## src/rtl/calc_input_pkg.sv

```systemverilog
// Channel map and default timing for the calculator front-end input conditioner.
package calc_input_pkg;

  localparam int CH_SEL1 = 0;
  localparam int CH_SEL2 = 1;
  localparam int CH_SEL3 = 2;
  localparam int CH_SEL4 = 3;
  localparam int CH_EQ   = 4;
  localparam int CH_DIV  = 5;
  localparam int CH_MUL  = 6;
  localparam int CH_SUB  = 7;
  localparam int CH_ADD  = 8;

  localparam int N_IN = CH_ADD + 1;

  // 10 ms, 500 ms and 200 ms at 100 MHz
  localparam int DEBOUNCE_CYCLES_DEF = 1_000_000;
  localparam int REPEAT_DELAY_DEF    = 50_000_000;
  localparam int REPEAT_PERIOD_DEF   = 20_000_000;

  localparam int TIMER_W = 27;

  localparam logic [N_IN-1:0] DIGIT_MASK =
    N_IN'((1 << CH_SEL1) | (1 << CH_SEL2) | (1 << CH_SEL3) | (1 << CH_SEL4));

endpackage

```

## src/rtl/calc_input_conditioner_debounce_channel.sv

```systemverilog
// One input channel: two-flop synchroniser, stability counter and debounced level.
module debounce_channel #(
  parameter int DEBOUNCE_CYCLES = calc_input_pkg::DEBOUNCE_CYCLES_DEF
) (
  input  logic clock_100Mhz,
  input  logic reset,
  input  logic raw,
  output logic clean,
  output logic rise,
  output logic fall
);

  localparam int CNT_W = $clog2(DEBOUNCE_CYCLES + 1);

  logic             meta_p0;
  logic             sync_p1;
  logic [CNT_W-1:0] cnt;
  logic             flip;

  always_ff @(posedge clock_100Mhz or posedge reset) begin
    if (reset) begin
      meta_p0 <= 1'b0;
      sync_p1 <= 1'b0;
    end else begin
      meta_p0 <= raw;
      sync_p1 <= meta_p0;
    end
  end

  // rise/fall announce the level change one cycle ahead of clean
  assign flip = (sync_p1 != clean) && (cnt == CNT_W'(DEBOUNCE_CYCLES - 1));
  assign rise = flip & ~clean;
  assign fall = flip & clean;

  always_ff @(posedge clock_100Mhz or posedge reset) begin
    if (reset) begin
      cnt   <= '0;
      clean <= 1'b0;
    end else if (sync_p1 == clean) begin
      cnt <= '0;
    end else if (flip) begin
      cnt   <= '0;
      clean <= ~clean;
    end else begin
      cnt <= cnt + CNT_W'(1);
    end
  end

endmodule

```

## src/rtl/calc_input_conditioner.sv

```systemverilog
// Debounces switches/buttons, queues one pulse per press (plus digit auto-repeat)
// and drains them lowest channel first, one per cycle.
module calc_input_conditioner #(
  parameter int N_IN                    = calc_input_pkg::N_IN,
  parameter int DEBOUNCE_CYCLES         = calc_input_pkg::DEBOUNCE_CYCLES_DEF,
  parameter int REPEAT_DELAY            = calc_input_pkg::REPEAT_DELAY_DEF,
  parameter int REPEAT_PERIOD           = calc_input_pkg::REPEAT_PERIOD_DEF,
  parameter logic [N_IN-1:0] REPEAT_MASK = calc_input_pkg::DIGIT_MASK
) (
  input  logic            clock_100Mhz,
  input  logic            reset,
  input  logic [N_IN-1:0] raw_in,
  output logic [N_IN-1:0] clean_level,
  output logic [N_IN-1:0] press_pulse,
  output logic [3:0]      press_index,
  output logic            any_active
);

  import calc_input_pkg::*;

  function automatic logic [N_IN-1:0] lowest_bit(input logic [N_IN-1:0] v);
    lowest_bit = v & (~v + {{(N_IN-1){1'b0}}, 1'b1});
  endfunction

  function automatic logic [3:0] onehot_index(input logic [N_IN-1:0] oh);
    onehot_index = '0;
    for (int i = 0; i < N_IN; i++) begin
      if (oh[i]) onehot_index = onehot_index | 4'(i);
    end
  endfunction

  logic [N_IN-1:0]    rise;
  logic [N_IN-1:0]    fall;
  logic [N_IN-1:0]    pending;
  logic [N_IN-1:0]    grant;
  logic [N_IN-1:0]    held_next;
  logic               held_chg;
  logic [N_IN-1:0]    rpt_fire;
  logic [TIMER_W-1:0] timer;
  logic [TIMER_W-1:0] timer_next;

  for (genvar g = 0; g < N_IN; g++) begin : g_ch
    debounce_channel #(
      .DEBOUNCE_CYCLES(DEBOUNCE_CYCLES)
    ) u_debounce (
      .clock_100Mhz(clock_100Mhz),
      .reset       (reset),
      .raw         (raw_in[g]),
      .clean       (clean_level[g]),
      .rise        (rise[g]),
      .fall        (fall[g])
    );
  end

  assign any_active = |clean_level;

  // Held set as it will be after this edge; any change restarts the repeat timer
  assign held_next = (clean_level ^ (rise | fall)) & REPEAT_MASK;
  assign held_chg  = |((rise | fall) & REPEAT_MASK);

  // After the first repeat the timer reloads so the next terminal count is one period away
  always_comb begin
    timer_next = '0;
    rpt_fire   = '0;
    if (held_next != '0 && !held_chg) begin
      if (timer == TIMER_W'(REPEAT_DELAY - 1))
        timer_next = TIMER_W'(REPEAT_DELAY - REPEAT_PERIOD);
      else
        timer_next = timer + TIMER_W'(1);
      if (timer_next == TIMER_W'(REPEAT_DELAY - 1))
        rpt_fire = lowest_bit(held_next);
    end
  end

  assign grant = lowest_bit(pending);

  always_ff @(posedge clock_100Mhz or posedge reset) begin
    if (reset) begin
      pending     <= '0;
      timer       <= '0;
      press_pulse <= '0;
      press_index <= '0;
    end else begin
      pending     <= (pending & ~grant) | rise | rpt_fire;
      timer       <= timer_next;
      press_pulse <= grant;
      press_index <= onehot_index(grant);
    end
  end

endmodule

```

## config.mk

```make
export PLATFORM = sky130hd
export DESIGN_NAME = calc_input_conditioner
export DESIGN_NICKNAME = d
export VERILOG_FILES = /design/src/rtl/calc_input_pkg.sv /design/src/rtl/calc_input_conditioner_debounce_channel.sv /design/src/rtl/calc_input_conditioner.sv
export SDC_FILE = /design/constraint.sdc
export NUM_CORES = 1
export LEC_CHECK = 0
export CORE_MARGIN = 1.5
export CORE_UTILIZATION = 60
export DETAILED_ROUTE_END_ITERATION = 12
export GPL_TIMING_DRIVEN = 0
export PLACE_DENSITY_LB_ADDON = 0.1
export SLEW_MARGIN = 20
export SYNTH_ARGS = -nofsm -noshare
export SYNTH_HDL_FRONTEND = slang
export SYNTH_SLANG_ARGS = --single-unit
```

## constraint.sdc

```tcl
create_clock -name clock_100Mhz -period 11.2 [get_ports clock_100Mhz]
set_input_delay 2.24 -clock clock_100Mhz [delete_from_list [all_inputs] [get_ports clock_100Mhz]]
set_output_delay 2.24 -clock clock_100Mhz [all_outputs]
set_load 0.1 [all_outputs]
```

==> results of run 1 <==
worst min path at each step:
stage | startpoint | to | slack [ns]
2_1_floorplan | g_ch[0].u_debounce.meta_p0$_DFF_PP0_ | g_ch[0].u_debounce.sync_p1$_DFF_PP0_ | 0.33
3_3_place_gp | g_ch[4].u_debounce.meta_p0$_DFF_PP0_ | g_ch[4].u_debounce.sync_p1$_DFF_PP0_ | 0.33
3_5_place_dp | g_ch[6].u_debounce.meta_p0$_DFF_PP0_ | g_ch[6].u_debounce.sync_p1$_DFF_PP0_ | 0.33
4_1_cts | g_ch[8].u_debounce.meta_p0$_DFF_PP0_ | g_ch[8].u_debounce.sync_p1$_DFF_PP0_ | 0.35
5_1_grt | g_ch[5].u_debounce.meta_p0$_DFF_PP0_ | g_ch[5].u_debounce.sync_p1$_DFF_PP0_ | 0.36
6_report | g_ch[8].u_debounce.meta_p0$_DFF_PP0_ | g_ch[8].u_debounce.sync_p1$_DFF_PP0_ | 0.35
power by group through the flow:
stage,clock (uW),sequential [uW],combinational [uW]
2_1_floorplan,0,956,34.9
3_3_place_gp,0,958,48.7
3_5_place_dp,0,958,52.4
4_1_cts,924,941,52.9
5_1_grt,963,943,59.2
6_report,905,942,50.3
cells by family (layout without fill, tap and decap cells):
| family | after synthesis | count (layout) | synth area share (%) |
|---|---|---|---|
| multiplexers | 5 | 5 | 0.533 |
| flip-flops | 255 | 255 | 54.4 |
| AO/OA/AOI/OAI | 50 | 50 | 2.41 |
| XOR/XNOR | 190 | 190 | 14.2 |
| AND/OR/NAND/NOR | 601 | 601 | 25.2 |
| buffers and inverters | 55 | 138 | 2.25 |
| adder cells (fa/ha/maj) | 10 | 10 | 1.07 |
cell type report:
type	count	area, um2
inverters	22	90.1
multi-input cells	856	5090
flip-flops and latches	255	6380
fillers	1448	5580
clock inverters	5	77.6
repair buffers	35	385
plain buffers	33	181
clock buffers	43	836
well taps	260	325
registers in the layout, indices dropped and copies added (netlist names):
name                     cells
g_ch.u_debounce.clean        9
g_ch.u_debounce.cnt        180
g_ch.u_debounce.meta_p0      9
g_ch.u_debounce.sync_p1      9
pending                      9
press_index                  4
press_pulse                  8
timer                       27
critical path, cell delays in order, from the launching register on:
cell and delay (ns):
dfrtp_1 0.48, nor4_1 0.36, nand3_1 0.13, clkdlybuf4s50_1 1.03
through the flow:
| step | std cells | hold WS, ns | total power, uW | instance area, um2 | setup WS (ns) |
|---|---|---|---|---|---|
| 2_1_floorplan | 1166 | 0.331 | 991 | 11700 | 1.95 |
| 3_3_place_gp | 1459 | 0.332 | 1010 | 12400 | -1.07 |
| 3_5_place_dp | 1461 | 0.335 | 1010 | 12500 | 6.98 |
| 4_1_cts | 1509 | 0.348 | 1920 | 13400 | 6.41 |
| 5_1_grt | 1509 | 0.358 | 1970 | 13400 | 6.32 |
| 6_report | 1509 | 0.346 | 1900 | 13400 | 6.44 |
per-layer routing:
metal / vias to the layer above / track usage [%] / part of all wire [%]
met5: - / 0 / 0
met4: 0 / 4.88 / 1.4
met3: 26 / 3.59 / 3.7
met2: 112 / 35.3 / 45
met1: 3941 / 32.5 / 50
li1: 4048 / - / -
placed cells by master, fill, tap and decap left out, types with 2 or more instances in the layout:
master           count
buf_16               2
mux2i_1              4
o21ai_0             19
clkbuf_1            22
and4_1               5
nand2b_1             4
nor2b_1              2
clkbuf_16           27
xor2_1             119
buf_2                4
buf_4               12
inv_1               21
clkinv_2             2
nor2_1             231
nand3_1             91
clkdlybuf4s50_1     33
nor4_1              14
and3b_1              2
dfrtp_1            255
nor3_1              19
nand4_1             32
bufinv_16            2
or4_1                5
nor3b_1              7
and2_1               9
or4b_1               3
nand2_1             88
a21oi_1             20
nand4b_1             2
or3_1               15
xnor2_1             71
nor3_4               2
and3_1              48
nor4b_1              8
or2_2                3
nor4_2               2
ha_1                10
o31ai_1              4
clkbuf_8            10
nand3b_1             3
==> Implementation_results.wiki, run 1 <==
{| class="wikitable"
! Metric !! Value
|-
| Number of sinks on the clock net || 255
|-
| Number of instances resized during post-cts repair || 0
|-
| Maximum buffer depth of the clock tree || 3
|-
| Post-detail-place hpwl || 14600 um
|-
| Area Growth Syn to Fin || 13.9%
|-
| Worst setup startpoint || g_ch[4].u_debounce.clean$_DFFE_PP0P_
|-
| Status || complete, no violations
|-
| Required arrival time at the worst endpoint || between 8 and 9 ns
|-
| Proportion of total power due to net switching || 20.9%
|-
| Clock transition at the register clock pins on the worst setup and hold paths after CTS || around 0.06 ns
|-
| Worst min path class || reg2reg
|-
| Capturing instance or port of the critical path || any_active
|-
| Number of H-tree branching levels || 1
|-
| Register area share after synthesis || 54.4%
|-
| Per-instance average area after synthesis || 10.1 um2
|-
| Max Clock Skew || 0.0129 ns
|-
| Cell at the root of the clock tree || clkbuf_16
|-
| Setup-failing EPs final || 0
|-
| Utilization of the core after routing || 70.5%
|-
| Top cells by area, synth || dfrtp_1 (54%), xor2_1 (8.9%), nor2_1 (7.4%), xnor2_1 (5.3%), nand3_1 (3.9%)
|-
| Total global-route track usage || around 22%
|-
| Initial antenna violation count || 0
|-
| Remaining number of nets flagged by the antenna check after routing || 0
|-
| Hold buffers post-CTS || 0
|-
| Critical Path End Type || output port
|-
| Total grt overflow || 0
|-
| Internal power consumption || around 1500 uW
|-
| Worst hold path stage count || 0
|-
| Worst Setup Path Type || reg2out
|-
| Die outline height || about 140 um
|-
| Clock period minus worst slack || 4.76 ns
|-
| Gate Count Post-Synth || 1166
|-
| Area share of the leading cell type in the synthesized netlist || 54.4%
|-
| Slew Viols, Final || 0
|-
| Io pins || 34
|-
| Violation count after the first detailed-routing iteration || 401
|-
| Count of synthesis-stage warnings from yosys || 0
|-
| Post-route fraction of the period consumed by the critical path || 42.5%
|-
| Achievable frequency || 0.210 GHz
|-
| Largest driver fanout on the critical path || 5
|-
| Leakage || approximately 0.0060 uW
|-
| Drc violations || 0
|-
| Final TNS setup || 0 ns
|-
| Weighted congestion reported at the end of routability-driven placement || 0.863
|-
| Crit path launch type || register
|-
| Switch Pwr || 395 uW
|-
| Insertion delay of the later-clocked pin in the worst-skew pair || 0.52 ns
|-
| Total power density per cell area || 142 nW/um2
|-
| Maximum number of pins on one net before global-route repair || 88
|-
| Synthesized flop and latch total || 255
|-
| Number of distinct library cell variants in the gate-level netlist after synthesis || 49
|-
| Post-synthesis net count || 1187
|-
| Routed wirelength normalized by instance count || 14.2 um
|-
| Worst r2r dst || pending[3]$_DFF_PP0_
|-
| Via count of the first global-routing pass || ~7900
|-
| Detailed-route via count || between 8000 and 9000
|-
| Clock network fraction of design power || 47.7%
|-
| Final Hold Violating Endpoints || 0
|-
| Cell with the most instances after synthesis || dfrtp_1
|-
| Initial core utilization || 61.9%
|-
| Share of total power in sequential cells || 49.7%
|-
| Number of nets at the end of the flow || 1251
|-
| Setup slack, reg-to-reg || around 8.6 ns
|-
| Reg2Reg Depth || 8
|-
| Share of post-route cells with drive strength above 1 || under 10%
|-
| Number of port buffers || 33
|-
| Routed wire length || 21400 um
|-
| DR vias/cell || ~5.4
|-
| Reported max-cap violation count || 0
|-
| Total core area || roughly 19000 um2
|-
| Die extent in x || 143 um
|-
| Count of flip-flops with a built-in enable after synthesis || 0
|-
| Least-Margin Pin Slew || 1.05 ns
|-
| Async S/R FF share, synth || 100%
|-
| Signal arrival time at the worst endpoint || 2.52 ns
|-
| Proportion of power drawn by combinational gates || roughly 2.7%
|-
| Number of buffers created by CTS || 27
|-
| Primary flip-flop cell chosen by synthesis mapping || dfrtp_1
|-
| Number of core rows || 50
|-
| Area enclosed by the die boundary || 20400 um2
|-
| TritonCTS clock tree || yes
|-
| First-pass GRT wire length || 37300 um
|-
| Tightest slew margin relative to the limit || between 20% and 30%
|-
| Detailed Routing Iterations Pass 1 || 5
|-
| RSZ-0062 raised after global routing || false
|-
| Leading cell types by count after synthesis || dfrtp_1 (255), nor2_1 (231), xor2_1 (119), nand3_1 (91), nand2_1 (88)
|-
| Dominant cell type by area after synthesis || dfrtp_1
|-
| Number of diodes added for antenna fixing || 0
|-
| Startpoint of the worst register-to-register path || timer[0]$_DFF_PP0_
|-
| Post-synthesis instance area || 11700 um2
|-
| Buffers inserted during post-CTS setup optimization || 0
|-
| Peak supply drop || 0.117 mV
|}
Note: power is estimated with default switching activity, not from simulation.
==> run 2: changes to the inputs <==
==> constraint.sdc (replaced) <==
create_clock -name clock_100Mhz -period 4.65 [get_ports clock_100Mhz]
set_input_delay 0.93 -clock clock_100Mhz [delete_from_list [all_inputs] [get_ports clock_100Mhz]]
set_output_delay 0.93 -clock clock_100Mhz [all_outputs]
set_load 0.1 [all_outputs]
==> run 2 against run 1 <==
Clock skew rose by 0.0041 ns; hold slack barely moved; cell area is 1.3% higher; first-iteration DRC count decreased by 12%; largest cell class unchanged; largest power group unchanged.
==> Implementation_results.wiki, run 2 (synthesis results as in run 1) <==
{| class="wikitable"
! Metric !! Value
|-
| Achievable frequency || 0.278 GHz
|-
| Via count of the first global-routing pass || 8081 (was 7935)
|-
| Clock period minus worst slack || 3.59 ns
|-
| Setup slack after layout || 1.06 ns (was 6.44 ns)
|-
| Proportion of power drawn by combinational gates || 3.0% (was 2.7%)
|-
| Most common cell after layout, fill and taps aside || dfrtp_1 (unchanged)
|-
| Reported max-cap violation count || 0 (unchanged)
|-
| Number of nets at the end of the flow || 1259 (was 1251)
|-
| Worst min path class || reg2reg (unchanged)
|-
| Routed wire length || 22100 um (was 21400 um)
|-
| Weighted congestion reported at the end of routability-driven placement || 0.857 (was 0.863)
|-
| Startpoint of the worst hold path || g_ch[8].u_debounce.meta_p0$_DFF_PP0_ (unchanged)
|-
| Final Hold Violating Endpoints || 0 (unchanged)
|-
| Worst setup startpoint || g_ch[4].u_debounce.clean$_DFFE_PP0P_ (unchanged)
|-
| Status || complete, no violations (unchanged)
|-
| Tightest slew margin relative to the limit || 33.1% (was 29.6%)
|-
| Startpoint of the worst register-to-register path || timer[0]$_DFF_PP0_ (unchanged)
|-
| Io pins || 34 (unchanged)
|-
| Initial core utilization || 61.9% (unchanged)
|-
| Area enclosed by the die boundary || 20400 um2 (unchanged)
|-
| Area Growth Syn to Fin || 15.4% (was 13.9%)
|-
| Number of core rows || 50 (unchanged)
|-
| Flip-flop count of the largest register, all copies and words added || 180 (unchanged)
|-
| TritonCTS clock tree || yes (unchanged)
|-
| Worst hold slack after final layout || 0.346 ns (about the same)
|-
| Share of total power in sequential cells || 49.0% (was 49.7%)
|-
| Largest regs || g_ch.u_debounce.cnt (180), timer (27) (unchanged)
|-
| Max Clock Skew || 0.0171 ns (was 0.0129 ns)
|-
| Register containing the most flip-flops in the final layout || g_ch.u_debounce.cnt (unchanged)
|-
| Reg2Reg Depth || 8 (unchanged)
|-
| Required arrival time at the worst endpoint || 3.72 ns (was 8.96 ns)
|-
| Slew Viols, Final || 0 (unchanged)
|-
| Signal arrival time at the worst endpoint || 2.66 ns (was 2.52 ns)
|-
| Initial antenna violation count || 0 (unchanged)
|-
| Number of port buffers || 33 (unchanged)
|-
| Buffers inserted during post-CTS setup optimization || 0 (unchanged)
|-
| Total global-route track usage || 23.0% (was 22.2%)
|-
| Internal power consumption || 3650 uW (was 1500 uW)
|-
| Clock transition at the register clock pins on the worst setup and hold paths after CTS || 0.06 ns (about the same)
|-
| Switch Pwr || 983 uW (was 395 uW)
|-
| Post-route fraction of the period consumed by the critical path || 77.2%
|-
| Die outline height || 143 um (unchanged)
|-
| Detailed Routing Iterations Pass 1 || 5 (unchanged)
|-
| Total power density per cell area || 342 nW/um2 (was 142 nW/um2)
|-
| Hold buffers post-CTS || 0 (unchanged)
|-
| Total grt overflow || 0 (unchanged)
|-
| Worst Setup Path Type || reg2out (unchanged)
|-
| Non-Filler Cell Area, Final || 13600 um2 (was 13400 um2)
|-
| Total core area || 19000 um2 (unchanged)
|-
| RSZ-0062 raised after global routing || false (unchanged)
|-
| Violation count after the first detailed-routing iteration || 351 (was 401)
|-
| Drc violations || 0 (unchanged)
|-
| Number of sinks on the clock net || 255 (unchanged)
|-
| Post-detail-place hpwl || 15300 um (was 14600 um)
|-
| Insertion delay of the later-clocked pin in the worst-skew pair || 0.54 ns (was 0.52 ns)
|-
| Commonest non-fill, non-tap cells in the layout || dfrtp_1 (255), nor2_1 (231), xor2_1 (119), nand3_1 (91), nand2_1 (88) (unchanged)
|-
| Crit path max-delay cell type || clkdlybuf4s50_1 (unchanged)
|-
| Longest individual stage delay on the worst path || 1.03 ns (about the same)
|-
| Setup-failing EPs final || 0 (unchanged)
|-
| Number of instances resized during post-cts repair || 0 (unchanged)
|-
| Critical Path End Type || output port (unchanged)
|-
| Number of H-tree branching levels || 1 (unchanged)
|-
| Maximum number of pins on one net before global-route repair || 35 (was 88)
|-
| First-pass GRT wire length || 38300 um (was 37300 um)
|-
| Final TNS setup || 0 ns (unchanged)
|-
| Least-Margin Pin Slew || 1.00 ns (was 1.05 ns)
|-
| Proportion of total power due to net switching || 21.2% (was 20.9%)
|-
| Number of buffers created by CTS || 28 (was 27)
|-
| Die extent in x || 143 um (unchanged)
|-
| Number of diodes added for antenna fixing || 0 (unchanged)
|-
| Cell at the root of the clock tree || clkbuf_16 (unchanged)
|-
| Remaining number of nets flagged by the antenna check after routing || 0 (unchanged)
|-
| Cell-by-cell trace of the critical path || nor4_1 > nand3_1 > clkdlybuf4s50_1 (unchanged)
|-
| Crit path launch type || register (unchanged)
|-
| DR vias/cell || 5.41 (was 5.39)
|-
| Clock network fraction of design power || 48.1% (was 47.7%)
|-
| Peak supply drop || 0.324 mV (was 0.117 mV)
|-
| Largest driver fanout on the critical path || 5 (unchanged)
|-
| Maximum buffer depth of the clock tree || 3 (unchanged)
|-
| Pre-CTS setup slack || 1.63 ns (was 6.98 ns)
|-
| Placed Area || 12600 um2 (was 12500 um2)
|-
| Routed wirelength normalized by instance count || 14.5 um (was 14.2 um)
|-
| Share of post-route cells with drive strength above 1 || 6.68% (was 5.84%)
|-
| Worst hold path stage count || 0 (unchanged)
|-
| Leakage || 0.00606 uW (was 0.00597 uW)
|-
| Detailed-route via count || 8206 (was 8127)
|}
## run 2: cell count changes in the layout (fill, tap and decap cells not counted), sizes merged
cell	before	now
clkbuf	59	55
buf	19	26
clkinv	2	7
## run 2: area by class of cell
type,instances,area [um2]
sequential,255,6380
fill,1430,5410
multi-input combinational,856,5090
clock buffer,39,833
timing repair buffer,42,541
tap,260,325
buffer,33,181
clock inverter,10,108
inverter,22,86.3
## run 2: worst max-delay path: cells and delay by family (launching register included)
family,cells,cell delay (ns)
simple gates,2,0.61
buf+inv,1,1.03
flops,1,0.48
## run 2: per-layer routing
| layer | up-vias | track usage [%] | wire length, um |
|---|---|---|---|
| met1 | 3980 | 32.6 | 10600 |
| met4 | 0 | 5.59 | 481 |
| li1 | 4069 | - | - |
| met3 | 40 | 3.19 | 725 |
| met5 | - | 0 | 0 |
| met2 | 117 | 37.6 | 10300 |
## run 2: worst paths after layout
kind	to	slack (ns)
max	any_active	1.06
min	g_ch[8].u_debounce.sync_p1$_DFF_PP0_	0.35
max reg2reg	pending[1]$_DFF_PP0_	1.97
min reg2reg	g_ch[8].u_debounce.sync_p1$_DFF_PP0_	0.35
max in group asynchronous	g_ch[4].u_debounce.cnt[13]$_DFF_PP0_	2.77
min in group asynchronous	g_ch[5].u_debounce.cnt[5]$_DFF_PP0_	0.78
## run 2: metrics by stage
stage                     util, %  cells  total power (uW)
final                        71.5   1517              4630
after global routing         71.5   1517              4780
after global placement       65.4   1459              2430
after detailed placement     66.5   1468              2450
after floorplan                 -   1166              2390
after CTS                    71.5   1517              4680
## run 2: power groups by stage
stage / clock (uW) / sequential [uW] / combinational [uW]
after floorplan: 0 / 2300 / 84.3
after global placement: 0 / 2310 / 117
after detailed placement: 0 / 2310 / 142
after CTS: 2260 / 2270 / 143
after global routing: 2350 / 2270 / 159
final: 2230 / 2270 / 137
==> run 3: changes to the inputs <==
==> constraint.sdc (replaced) <==
create_clock -name clock_100Mhz -period 3.75 [get_ports clock_100Mhz]
set_input_delay 0.75 -clock clock_100Mhz [delete_from_list [all_inputs] [get_ports clock_100Mhz]]
set_output_delay 0.75 -clock clock_100Mhz [all_outputs]
set_load 0.1 [all_outputs]
==> results of run 3 <==
Same layout as run 2 (identical final DEF). Status: complete, no violations.
Main changes from that run: setup slack after placement 1.63 ns -> 0.907 ns; setup slack after layout 1.06 ns -> 0.339 ns; register-to-register setup slack 1.97 ns -> 1.07 ns; total power 4630 uW -> 5740 uW; worst IR drop on VDD 0.324 mV -> 0.402 mV
